==> src/rtl/cpu_wb_master.sv <==
// Wishbone classic master bridging a MiniMIPS32 memory port onto the shared bus.
// Stalls the pipeline while a cycle is open, buffers load data across external stalls, aborts hung cycles.
module cpu_wb_master #(
    parameter int TIMEOUT = 255,
    parameter int CNT_W   = 8
) (
    input  logic        wb_clk_i,
    input  logic        wb_rst_i,
    input  logic        cpu_ce_i,
    input  logic        cpu_we_i,
    input  logic [31:0] cpu_addr_i,
    input  logic [3:0]  cpu_sel_i,
    input  logic [31:0] cpu_data_i,
    output logic [31:0] cpu_data_o,
    input  logic        stall_i,
    input  logic        flush_i,
    output logic        stall_req_o,
    output logic        err_o,
    output logic        wb_cyc_o,
    output logic        wb_stb_o,
    output logic        wb_we_o,
    output logic [31:0] wb_adr_o,
    output logic [31:0] wb_dat_o,
    output logic [3:0]  wb_sel_o,
    input  logic [31:0] wb_dat_i,
    input  logic        wb_ack_i
);

    typedef enum logic [1:0] {IDLE, BUSY, WAIT_STALL} state_t;

    state_t             state_reg, state_next;
    logic [CNT_W-1:0]   cnt_reg, cnt_next;
    logic [31:0]        rd_buf_reg, rd_buf_next;
    logic               cyc_reg, cyc_next;
    logic               we_reg, we_next;
    logic [31:0]        adr_reg, adr_next;
    logic [31:0]        dat_reg, dat_next;
    logic [3:0]         sel_reg, sel_next;
    logic               err_reg, err_next;
    logic               stall_req;
    logic [31:0]        cpu_data;

    always_ff @(posedge wb_clk_i or posedge wb_rst_i) begin
        if (wb_rst_i) begin
            state_reg  <= IDLE;
            cnt_reg    <= '0;
            rd_buf_reg <= '0;
            cyc_reg    <= 1'b0;
            we_reg     <= 1'b0;
            adr_reg    <= '0;
            dat_reg    <= '0;
            sel_reg    <= '0;
            err_reg    <= 1'b0;
        end else begin
            state_reg  <= state_next;
            cnt_reg    <= cnt_next;
            rd_buf_reg <= rd_buf_next;
            cyc_reg    <= cyc_next;
            we_reg     <= we_next;
            adr_reg    <= adr_next;
            dat_reg    <= dat_next;
            sel_reg    <= sel_next;
            err_reg    <= err_next;
        end
    end

    always_comb begin
        state_next  = state_reg;
        cnt_next    = cnt_reg;
        rd_buf_next = rd_buf_reg;
        cyc_next    = cyc_reg;
        we_next     = we_reg;
        adr_next    = adr_reg;
        dat_next    = dat_reg;
        sel_next    = sel_reg;
        err_next    = 1'b0;
        stall_req   = 1'b0;
        cpu_data    = '0;

        case (state_reg)
            IDLE: begin
                stall_req = cpu_ce_i & ~flush_i;
                if (cpu_ce_i && !flush_i) begin
                    cyc_next   = 1'b1;
                    we_next    = cpu_we_i;
                    adr_next   = cpu_addr_i;
                    dat_next   = cpu_data_i;
                    sel_next   = cpu_sel_i;
                    cnt_next   = '0;
                    state_next = BUSY;
                end
            end
            BUSY: begin
                // Priority: flush, then ack, then timeout.
                if (flush_i) begin
                    cyc_next   = 1'b0;
                    we_next    = 1'b0;
                    adr_next   = '0;
                    dat_next   = '0;
                    sel_next   = '0;
                    state_next = IDLE;
                end else if (wb_ack_i) begin
                    cyc_next = 1'b0;
                    we_next  = 1'b0;
                    sel_next = '0;
                    if (!we_reg) begin
                        rd_buf_next = wb_dat_i;
                        cpu_data    = wb_dat_i;
                    end
                    state_next = stall_i ? WAIT_STALL : IDLE;
                end else begin
                    stall_req = 1'b1;
                    cnt_next  = cnt_reg + 1'b1;
                    if (cnt_reg == CNT_W'(TIMEOUT - 1)) begin
                        cyc_next    = 1'b0;
                        we_next     = 1'b0;
                        sel_next    = '0;
                        err_next    = 1'b1;
                        rd_buf_next = '0;
                        state_next  = IDLE;
                    end
                end
            end
            WAIT_STALL: begin
                cpu_data = rd_buf_reg;
                if (flush_i || !stall_i)
                    state_next = IDLE;
            end
            default: state_next = IDLE;
        endcase
    end

    // The combinational stall must not leak out while the block is held in reset.
    assign stall_req_o = stall_req & ~wb_rst_i;
    assign cpu_data_o  = cpu_data;
    assign err_o       = err_reg;
    assign wb_cyc_o    = cyc_reg;
    assign wb_stb_o    = cyc_reg;
    assign wb_we_o     = we_reg;
    assign wb_adr_o    = adr_reg;
    assign wb_dat_o    = dat_reg;
    assign wb_sel_o    = sel_reg;

endmodule

==> config.mk <==
export PLATFORM = sky130hd
export DESIGN_NAME = cpu_wb_master
export DESIGN_NICKNAME = d
export VERILOG_FILES = /design/src/rtl/cpu_wb_master.sv
export SDC_FILE = /design/constraint.sdc
export NUM_CORES = 1
export LEC_CHECK = 0
export CORE_MARGIN = 3
export CORE_UTILIZATION = 63
export CTS_BUF_LIST = sky130_fd_sc_hd__clkbuf_8 sky130_fd_sc_hd__clkbuf_16
export DETAILED_ROUTE_END_ITERATION = 6
export DONT_BUFFER_PORTS = 1
export PLACE_DENSITY = 0.84
export SLEW_MARGIN = 20
export SYNTH_ARGS = -nofsm -noshare
export SYNTH_HDL_FRONTEND = slang
export SYNTH_SLANG_ARGS = --single-unit
==> constraint.sdc <==
create_clock -name wb_clk_i -period 4.3 [get_ports wb_clk_i]
set_input_delay 0.215 -clock wb_clk_i [delete_from_list [all_inputs] [get_ports wb_clk_i]]
set_output_delay 0.215 -clock wb_clk_i [all_outputs]
set_load 0.05 [all_outputs]
# Word-level counts from Yosys, hierarchy flattened
# Cells that the tools add are included.
# word_totals
ff_bits	113
input_bits	107
elab_cells	78
# classes
addsub	1
n_eq_ne	10
n_mux	42
n_bitwise	4
reduce_logical	12
# op_table
operator	count
32-bit two-way mux	9
32-bit case mux with 2 select lines	3
8-bit two-way mux	3
4-bit two-way mux	4
8-bit case mux with 2 select lines	1
2-bit two-way mux	6
2-bit != test, second input constant	6
1-bit two-way mux	11
3-bit AND reduction	3
8-bit by 1-bit adder with 8-bit output, second input constant	1
8-bit equality test, second input constant	1
4-bit case mux with 2 select lines	1
4-bit AND reduction	2
1-bit case mux with 2 select lines	3
2-bit case mux with 3 select lines	1
4-bit != test, second input constant	1
2-bit nonzero test	2
1-bit bitwise AND	2
2-bit by 1-bit equality test with 1-bit output, second input constant	1
2-bit equality test, second input constant	1
1-bit zero test	2
2-bit zero test	1
1-bit NOT	2
1-bit logical AND	1
1-bit logical OR	1

# Longest topological paths before layout
# Gate-level depths: netlist (run 1).
# logic_depth
ltp_word	5
mapped_depth	8
mapped_depth_nobuf	6

# Worst setup path after synthesis (run 1)
# OpenSTA, ideal clock, no wires.
# synth_path
path_kind	register to output
startpoint	register state_reg[1]
endpoint	output cpu_data_o[10]
arrival_ps	2165
path_slack_ps	1920
path_stages_with_launch	8
n_path_buf	2
path_cell_list	dfrtp_1 -> inv_1 -> ha_1 -> nor4bb_1 -> buf_2 -> buf_2 -> a22oi_1 -> nor2b_1
# synth_via
elab_chain_cells	2
elab_cells_between_ends	3
cone_classes	eq/ne (2); mux (1)
# synth_lines
item	line_no	source
start: declaration	31	state_t state_reg, state_next;
start signal: assignment	55	state_reg <= state_next;
2-bit equality test / 2-bit by 1-bit equality test with 1-bit output (equally long branches)	80	case (state_reg)
32-bit case mux with 2 select lines (*)	80	
end: declaration	14	output logic [31:0] cpu_data_o,
# Mark *: on every way between the ends. The rest lies on a longest branch, timed or not.

# Worst setup path in the final report (run 1)
# layout_path
startpoint	register state_reg[1]
endpoint	output cpu_data_o[11]
# The elaborated chain is that of the path after synthesis.

==> run_results.csv, run 1 <==
group,metric,value,unit
run_status,status,"finished, violations left",
run_status,failed_checks,"DRC",
sta,whs,24.4,ps
die,core,0.00793,mm²
synth,synth_top_area_frac,0.538,
finish,layout-drive-gt1-share,0.122,
synth,yosys-top-cells-area,"dfrtp_1, nand2_1, nand3b_1",
route,viasPerCell,6.36,
placement,dp_hpwl,8340,µm
die,initial_utilization,0.663,
sta,hold_viol,0,
setup_path,cp.arrival,3180,ps
synth,ys_seq_area_frac,0.538,
synth,synth_cells,518,
route,dr.pass1.iters,7,
hold_path,min_path_type,"in2reg",
global_route,grt_usage,0.352,
synth,synth-main-ff-cell,"dfrtp_1",
global_route,antenna_found_initial,1,
clock_tree,cts_made_buffers,17,
finish,area_growth,34.8,%
placement,dpl_cell_area,0.00546,mm²
synth,yosysWarnings,0,
placement,place.gp.congestion,0.833,
sta,min_period,3400,ps
synth,synth_most_common_cell,"nand2_1",
setup_path,critPathMaxFanout,77,
sta,slew_headroom,0.299,
power_and_ir_drop,vdd_drop_max,0.845,mV
route,wl_per_cell,22.5,µm
setup_path,start_kind,"flip-flop",
clock_tree,clockBufferDepth,2,
route,totalWireLength,16900,µm
route,vias,4776,
run,maxCapViolations,0,
setup_path,slowest_stage,"ha_4",
die,rows,32,
setup_path,crit_top_cell,"buf_4",
die,io_pins,212,
die,die-area,0.00947,mm²
finish,design_area,0.00708,mm²
placement,io_buffer_count,0,
global_route,first_global_vias,4991,
route,ant_nets,0,
route,drt_drc_violations_left,2,
sta,finalSetupTns,0,ps
synth,synth.distinct_cells,41,
clock_tree,cts.clk_slew.worst_paths,60,ps
power_and_ir_drop,leakagePower,3.38,nW
setup_path,crit_required,4090,ps
synth,syn_avg_cell_area,10.1,µm²
synth,synthArstFlopShare,1.00,
sta,tightestPinTransition,1060,ps
global_route,gr-total-overflow,0,
route,first_iter_violations,432,
setup_path,critPathKind,"reg2out",
sta,drv_slew,0,
sta,rsz0062_at_grt,"false",
clock_tree,cts-resized-gates,0,
power_and_ir_drop,cellPowerDensity,839,mW/mm²
setup_path,cp-end-kind,"primary output",
synth,synth_common_cells,"nand2_1, dfrtp_1, nand3b_1",
synth,syn_nets,630,
die,die_height,97.3,µm
clock_tree,cts.htree.levels,4,
sta,skew,6.68,ps
synth,synth_seq_cells,113,
sta,max_freq,294,MHz
synth,synth_top_area_cell,"dfrtp_1",
synth,synth_edf_count,0,
finish,layout.nets,746,
clock_tree,cts_root_buf,"clkbuf_8",
clock_tree,cts_tree,"built",
setup_path,cp_slowest_stage_delay,560,ps
synth,syn_area,0.00525,mm²
clock_tree,cts.sinks,113,
sta,setup_viol,0,
clock_tree,clk_latency,510,ps
setup_path,crit_path_cell_trace,"inv_1 > ha_4 > nor4bb_4 > buf_4 > a22oi_1 > nor2b_1 > buf_4",
global_route,grt_max_degree,83,
sta,period_share,0.790,
global_route,grt_pass1_wl,26500,µm
die,fp.dieW,97.3,µm
placed cells by master, fill, tap and decap left out, types with 16 or more instances in the layout:
cell and instances:
a22o_1 37, a22oi_1 32, buf_4 36, clkbuf_16 16, dfrtp_1 113, dlygate4sd3_1 103
nand2_1 138, nand3b_1 64, nor2b_1 32
final timing paths:
kind,startpoint,to,slack [ps],cells past startpoint
setup / recovery,state_reg[1],cpu_data_o[11],900,7
hold reg to reg,rd_buf_reg[5],rd_buf_reg[5],500,1
setup reg to reg,state_reg[1],rd_buf_reg[0],1230,7
max in group asynchronous,wb_rst_i,rd_buf_reg[11],2870,3
min in group asynchronous,wb_rst_i,state_reg[1],410,2
hold / removal,cpu_sel_i[3],wb_sel_o[3],20,3
cell type report:
cell class	instances	area (µm²)
diodes	2	5.00
clock buffers	19	442
clock inverters	13	136
fillers	310	846
inverters	5	21.3
multi-input cells	358	2220
flip-flops and latches	113	2830
well taps	102	128
repair buffers	139	1300
worst max-delay path: cells and delay by family (launching register included):
| kind | cells | cell delay (ps) |
|---|---|---|
| AND/OR/NAND/NOR | 2 | 630 |
| flip-flops | 1 | 400 |
| buffers and inverters | 3 | 910 |
| AO/OA/AOI/OAI | 1 | 140 |
| adder cells (fa/ha/maj) | 1 | 560 |
timing repair:
item / CTS / global route
hold buffers: 103 / 0
hold endpoints to repair: 182 / 0
buffers inserted: 0 / 0
per-layer routing:
layer  track usage  wire (µm)  vias to the layer above
li1              -          -                     2015
met1         0.420       5910                     2325
met2         0.596       8590                      363
met3        0.0869       1620                       73
met4         0.175        804                        0
met5             0          0                        -
power by group:
group          switching, mW  total, mW  internal [mW]
Clock                  0.506       1.36          0.853
Combinational          0.873       1.49          0.621
Sequential              1.58       3.09           1.51
kinds of logic after synthesis:
| family | after synthesis | share of synthesized area |
|---|---|---|
| XOR/XNOR | 5 | 0.00833 |
| flip-flops | 113 | 0.538 |
| AO/OA/AOI/OAI | 82 | 0.126 |
| buffers and inverters | 47 | 0.0462 |
| adder cells (fa/ha/maj) | 5 | 0.0119 |
| multiplexers | 2 | 0.00452 |
| AND/OR/NAND/NOR | 264 | 0.265 |
through the flow:
step,worst slack [ps],power (mW),util,instances
CTS,566,5.81,0.891,749
finish,904,5.94,0.893,751
global placement,1270,4.29,0.688,614
floorplan,1100,4.05,-,518
detailed placement,1140,4.38,0.688,614
global route,670,6.16,0.893,750
(Power assumes the default switching activity.)
==> run 2, diff against run 1 <==
clock period = 3.19 ns   (was 4.3 ns; I/O delays follow)
==> run 2 against run 1 <==
  * The flow now finishes without violations
  * Via count decreased by 1.3%
  * Register-to-register slack got worse by 660 ps
  * Design area increased by 0.58%
  * Largest power group unchanged
==> run_results.csv, run 2 (synthesized netlist as in run 1, its figures left out) <==
group,metric,value,unit
finish,area_growth,35.6,%
clock_tree,clk_latency,490,ps
clock_tree,cts.clk_slew.worst_paths,60,ps
hold_path,min_path_type,"in2reg",
route,vias,4713,
finish,most-common-layout-cells,"nand2_1, dfrtp_1, dlygate4sd3_1",
clock_tree,cts_tree,"built",
setup_path,critPathMaxFanout,65,
setup_path,timing.rr.start,"state_reg[1]",
run_status,status,"finished clean",
sta,period_share,0.886,
setup_path,r2r_cells,8,
die,initial_utilization,0.663,
power_and_ir_drop,leakagePower,3.42,nW
hold_path,hold_path.startpoint,"wb_ack_i",
die,die-area,0.00947,mm²
route,dr.pass1.iters,5,
die,die_height,97.3,µm
hold_path,hold_end,"state_reg[1]",
route,first_iter_violations,302,
setup_path,crit_required,3030,ps
sta,finalSetupTns,0,ps
placement,io_buffer_count,0,
setup_path,cp-end-kind,"primary output",
route,viasPerCell,6.23,
sta,skew,7.80,ps
route,wl_per_cell,22.0,µm
clock_tree,cts.sinks,113,
die,core,0.00793,mm²
power_and_ir_drop,cellPowerDensity,1120,mW/mm²
finish,fin_util,0.899,
setup_path,start_kind,"flip-flop",
global_route,antenna_found_initial,0,
die,io_pins,212,
run,maxCapViolations,0,
placement,place.gp.congestion,0.800,
die,fp.dieW,97.3,µm
clock_tree,cts.htree.levels,4,
sta,whs,44.9,ps
clock_tree,clockBufferDepth,2,
finish,layout-drive-gt1-share,0.127,
clock_tree,cts_made_buffers,17,
sta,setup_viol,0,
sta,hold_viol,0,
clock_tree,cts_root_buf,"clkbuf_8",
finish,design_area,0.00712,mm²
route,ant_nets,0,
finish,layout_commonest_cell,"nand2_1",
placement,dp_hpwl,8430,µm
placement,place_ws,730,ps
power_and_ir_drop,vdd_drop_max,1.02,mV
sta,slew_headroom,0.378,
hold_path,whs_path_depth,2,
clock_tree,postCtsSetupBuffers,0,
setup_path,worstReg2RegEnd,"rd_buf_reg[1]",
route,drt_drc_violations_left,0,
placement,placed_cells,619,
sta,max_freq,354,MHz
finish,layout.nets,755,
setup_path,cp.arrival,2670,ps
sta,drv_slew,0,
global_route,grt_max_degree,76,
die,rows,32,
global_route,first_global_vias,5061,
sta,tightestPinTransition,933,ps
route,totalWireLength,16600,µm
power_and_ir_drop,power,7.97,mW
finish,finalNonFillerCells,757,
setup_path,critPathKind,"reg2out",
finish,diodes,0,
placement,dpl_cell_area,0.00549,mm²
global_route,grt_usage,0.350,
sta,min_period,2830,ps
sta,setup_ws,365,ps
global_route,grt_pass1_wl,26500,µm
setup_path,regToRegSetupSlack,570,ps
finish,fillers,324,
sta,rsz0062_at_grt,"false",
global_route,gr-total-overflow,0,
[run 2: worst max path at each step]
| stage | endpoint | slack [ps] | depth (start not counted) | start |
|---|---|---|---|---|
| 3_3_place_gp | wb_dat_o[10] | 870 | 8 | state_reg[1] |
| 3_5_place_dp | wb_adr_o[18] | 730 | 8 | state_reg[1] |
| 4_1_cts | cpu_data_o[13] | 450 | 5 | wb_we_o |
| 5_1_grt | cpu_data_o[31] | 180 | 7 | state_reg[1] |
| 2_1_floorplan | cnt_reg[0] | 40 | 1 | wb_rst_i |
| 6_report | cpu_data_o[31] | 360 | 7 | state_reg[1] |
[run 2: area by class of cell]
| class | instances | area (µm²) | share of cell area |
|---|---|---|---|
| Sequential cell | 113 | 2830 | 0.397 |
| Multi-Input combinational cell | 358 | 2200 | 0.309 |
| Timing Repair Buffer | 148 | 1380 | 0.194 |
| Clock buffer | 18 | 428 | 0.0601 |
| Clock inverter | 13 | 136 | 0.0191 |
| Tap cell | 102 | 128 | 0.0179 |
| Inverter | 5 | 21.3 | 0.00299 |
[run 2: where the power goes]
part | internal [mW] | switching [mW] | total, mW
clock network | 1.13 | 0.663 | 1.79
registers | 2.04 | 2.13 | 4.17
logic | 0.840 | 1.17 | 2.01
total | 4.01 | 3.96 | 7.97
[run 2: repair_timing]
| item | CTS | global route |
|---|---|---|
| endpoints found under the hold margin | 150 | 0 |
| gates resized for setup | 0 | 0 |
| hold buffers | 107 | 0 |
[run 2: critical path, stage by stage (launching register included)]
cell,delay [ps]
dfrtp_1,400
inv_1,100
ha_2,210
nor4bb_4,280
buf_4,560
a22oi_1,140
nor2b_1,210
buf_4,240
[run 2: layer usage]
layer | routed length (µm) | vias to the layer above | track usage
met5 | 0 | - | 0
met4 | 650 | 0 | 0.163
met3 | 1520 | 58 | 0.101
met2 | 8700 | 307 | 0.606
met1 | 5770 | 2313 | 0.400
li1 | - | 2035 | -
==> run 3, diff against run 2 <==
RECOVER_POWER = 25   (was not set)
==> run 3 against run 2 <==
  * The flow now finishes with violations (capacitance limit, slew limit)
  * Clock skew hardly changed
  * Non-clock buffer count did not move
  * Worst setup slack better by 3.4 ps
  * Hold slack worse by 3.5 ps
  * Clock power about the same
  * Fmax up 0.12%
  * Combinational power hardly changed
  * Via count fell by 0.81%
  * Die area unchanged
  * Utilization decreased by 0.079 points
  * Sequential power hardly changed
  * Count of clock-buffer cells in the layout unchanged
  * Largest power group unchanged
  * Highest routed layer unchanged
==> run_results.csv, run 3 (synthesized netlist as in run 1, its figures left out) <==
group,metric,value,unit
sta,hold_viol,0,
die,io_pins,212,
finish,multi_input_area,0.00220,mm²
setup_path,worstReg2RegEnd,"rd_buf_reg[1]",
route,vias,4675,
finish,diodes,0,
run,maxCapViolations,1,
route,drt_drc_violations_left,0,
setup_path,cp_top_family,"buffers and inverters",
sta,max_freq,354,MHz
setup_path,cp.arrival,2660,ps
run_status,failed_checks,"capacitance limit, slew limit",
finish,layout.nets,755,
clock_tree,clockBufferDepth,2,
clock_tree,cts.clk_slew.worst_paths,60,ps
setup_path,cp-end-kind,"primary output",
die,fp.dieW,97.3,µm
clock_tree,cts_made_buffers,17,
setup_path,crit_top_cell,"buf_4",
setup_path,start_kind,"flip-flop",
global_route,antenna_found_initial,0,
setup_path,regToRegSetupSlack,570,ps
global_route,grt_usage,0.350,
sta,skew,7.72,ps
placement,dpl_cell_area,0.00549,mm²
route,totalWireLength,16600,µm
hold_path,hold_path.startpoint,"flush_i",
route,viasPerCell,6.18,
sta,slew_headroom,-0.360,
route,first_iter_violations,303,
finish,design_area,0.00712,mm²
finish,layout-drive-gt1-share,0.127,
clock_tree,clk_latency,490,ps
setup_path,critPathMaxFanout,65,
sta,finalSetupTns,0,ps
setup_path,critPathKind,"reg2out",
sta,min_period,2820,ps
power_and_ir_drop,cellPowerDensity,1120,mW/mm²
setup_path,crit_path_cell_trace,"inv_1 > ha_2 > nor4bb_4 > buf_4 > a22oi_1 > nor2b_1 > buf_4",
global_route,grt_pass1_wl,26500,µm
global_route,grt_max_degree,76,
route,dr.pass1.iters,5,
global_route,first_global_vias,5061,
setup_path,r2r_cells,8,
sta,rsz0062_at_grt,"false",
setup_path,cp_slowest_stage_delay,560,ps
finish,fillers,326,
sta,tightestPinTransition,2030,ps
placement,dp_hpwl,8430,µm
hold_path,min_path_type,"in2reg",
setup_path,slowest_stage,"buf_4",
die,core,0.00793,mm²
finish,most-common-layout-cells,"nand2_1, dfrtp_1, dlygate4sd3_1",
clock_tree,cts_root_buf,"clkbuf_8",
placement,io_buffer_count,0,
hold_path,whs_path_depth,3,
die,rows,32,
route,ant_nets,0,
clock_tree,cts.htree.levels,4,
route,wl_per_cell,21.9,µm
sta,drv_slew,49,
setup_path,critPathLaunch,"state_reg[1]",
power_and_ir_drop,vdd_drop_max,1.02,mV
placement,place.gp.congestion,0.800,
die,initial_utilization,0.663,
clock_tree,cts_tree,"built",
setup_path,crit_required,3030,ps
sta,setup_viol,0,
setup_path,timing.rr.start,"state_reg[1]",
die,die_height,97.3,µm
finish,ff_latch_area,0.00283,mm²
clock_tree,cts.sinks,113,
finish,layout_commonest_cell,"nand2_1",
power_and_ir_drop,leakagePower,3.41,nW
finish,area_growth,35.5,%
setup_path,crit_buf_inv,3,
clock_tree,cts-resized-gates,0,
run_status,status,"finished, violations left",
global_route,gr-total-overflow,0,
die,die-area,0.00947,mm²
sta,period_share,0.885,
hold_path,hold_end,"state_reg[0]",
[run 3: cell count changes in the layout (fill, tap and decap cells not counted), sizes merged]
cell      before  now
clkbuf        18   20
inv            7    6
clkinvlp       4    5
buf           41   39
[run 3: area by class of cell]
type / count / area share
Sequential cell: 113 / 0.397
Clock inverter: 13 / 0.0192
Tap cell: 102 / 0.0179
Multi-Input combinational cell: 358 / 0.310
Timing Repair Buffer: 148 / 0.193
Clock buffer: 18 / 0.0601
Inverter: 5 / 0.00281
[run 3: routing by layer]
layer | GRT usage | part of all wire
met1 | 0.400 | 0.35
met2 | 0.606 | 0.52
met3 | 0.101 | 0.088
met4 | 0.163 | 0.041
met5 | 0 | 0
[run 3: worst register-to-register path: cells and delay by family (launching register included)]
kind | cells | cell delay (ps)
compound gates | 1 | 240
fa+ha+maj | 1 | 210
flops | 1 | 400
buf+inv | 3 | 960
simple gates | 3 | 700
[run 3: how the worst max path moves through the flow]
stage                endpoint  depth (start not counted)  slack [ps]
2_1_floorplan      cnt_reg[0]                          1          40
3_3_place_gp     wb_dat_o[10]                          8         870
3_5_place_dp     wb_adr_o[18]                          8         730
4_1_cts        cpu_data_o[13]                          5         450
5_1_grt        cpu_data_o[31]                          7         180
6_report       cpu_data_o[31]                          7         370
[run 3: timing repair]
| action | 4_1_cts | 5_1_grt |
|---|---|---|
| hold endpoints to repair | 150 | 0 |
| hold buffers | 107 | 0 |
| buffers inserted | 0 | 0 |
[run 3: stage by stage]
step	cells	util	hold WS (ps)	setup WS (ps)	power (mW)
final	757	0.898	41.4	368	7.96
after global routing	757	0.898	38.9	179	8.26
after CTS	757	0.899	4.81	447	7.81
after detailed placement	619	0.692	134	730	5.91
after global placement	619	0.692	130	869	5.80
after floorplan	518	-	299	43.1	5.46
[run 3: report_power, final]
group | switching, mW | internal [mW] | leakage, nW
Combinational | 1.17 | 0.839 | 1.65
Sequential | 2.13 | 2.04 | 1.50
Clock | 0.658 | 1.13 | 0.269
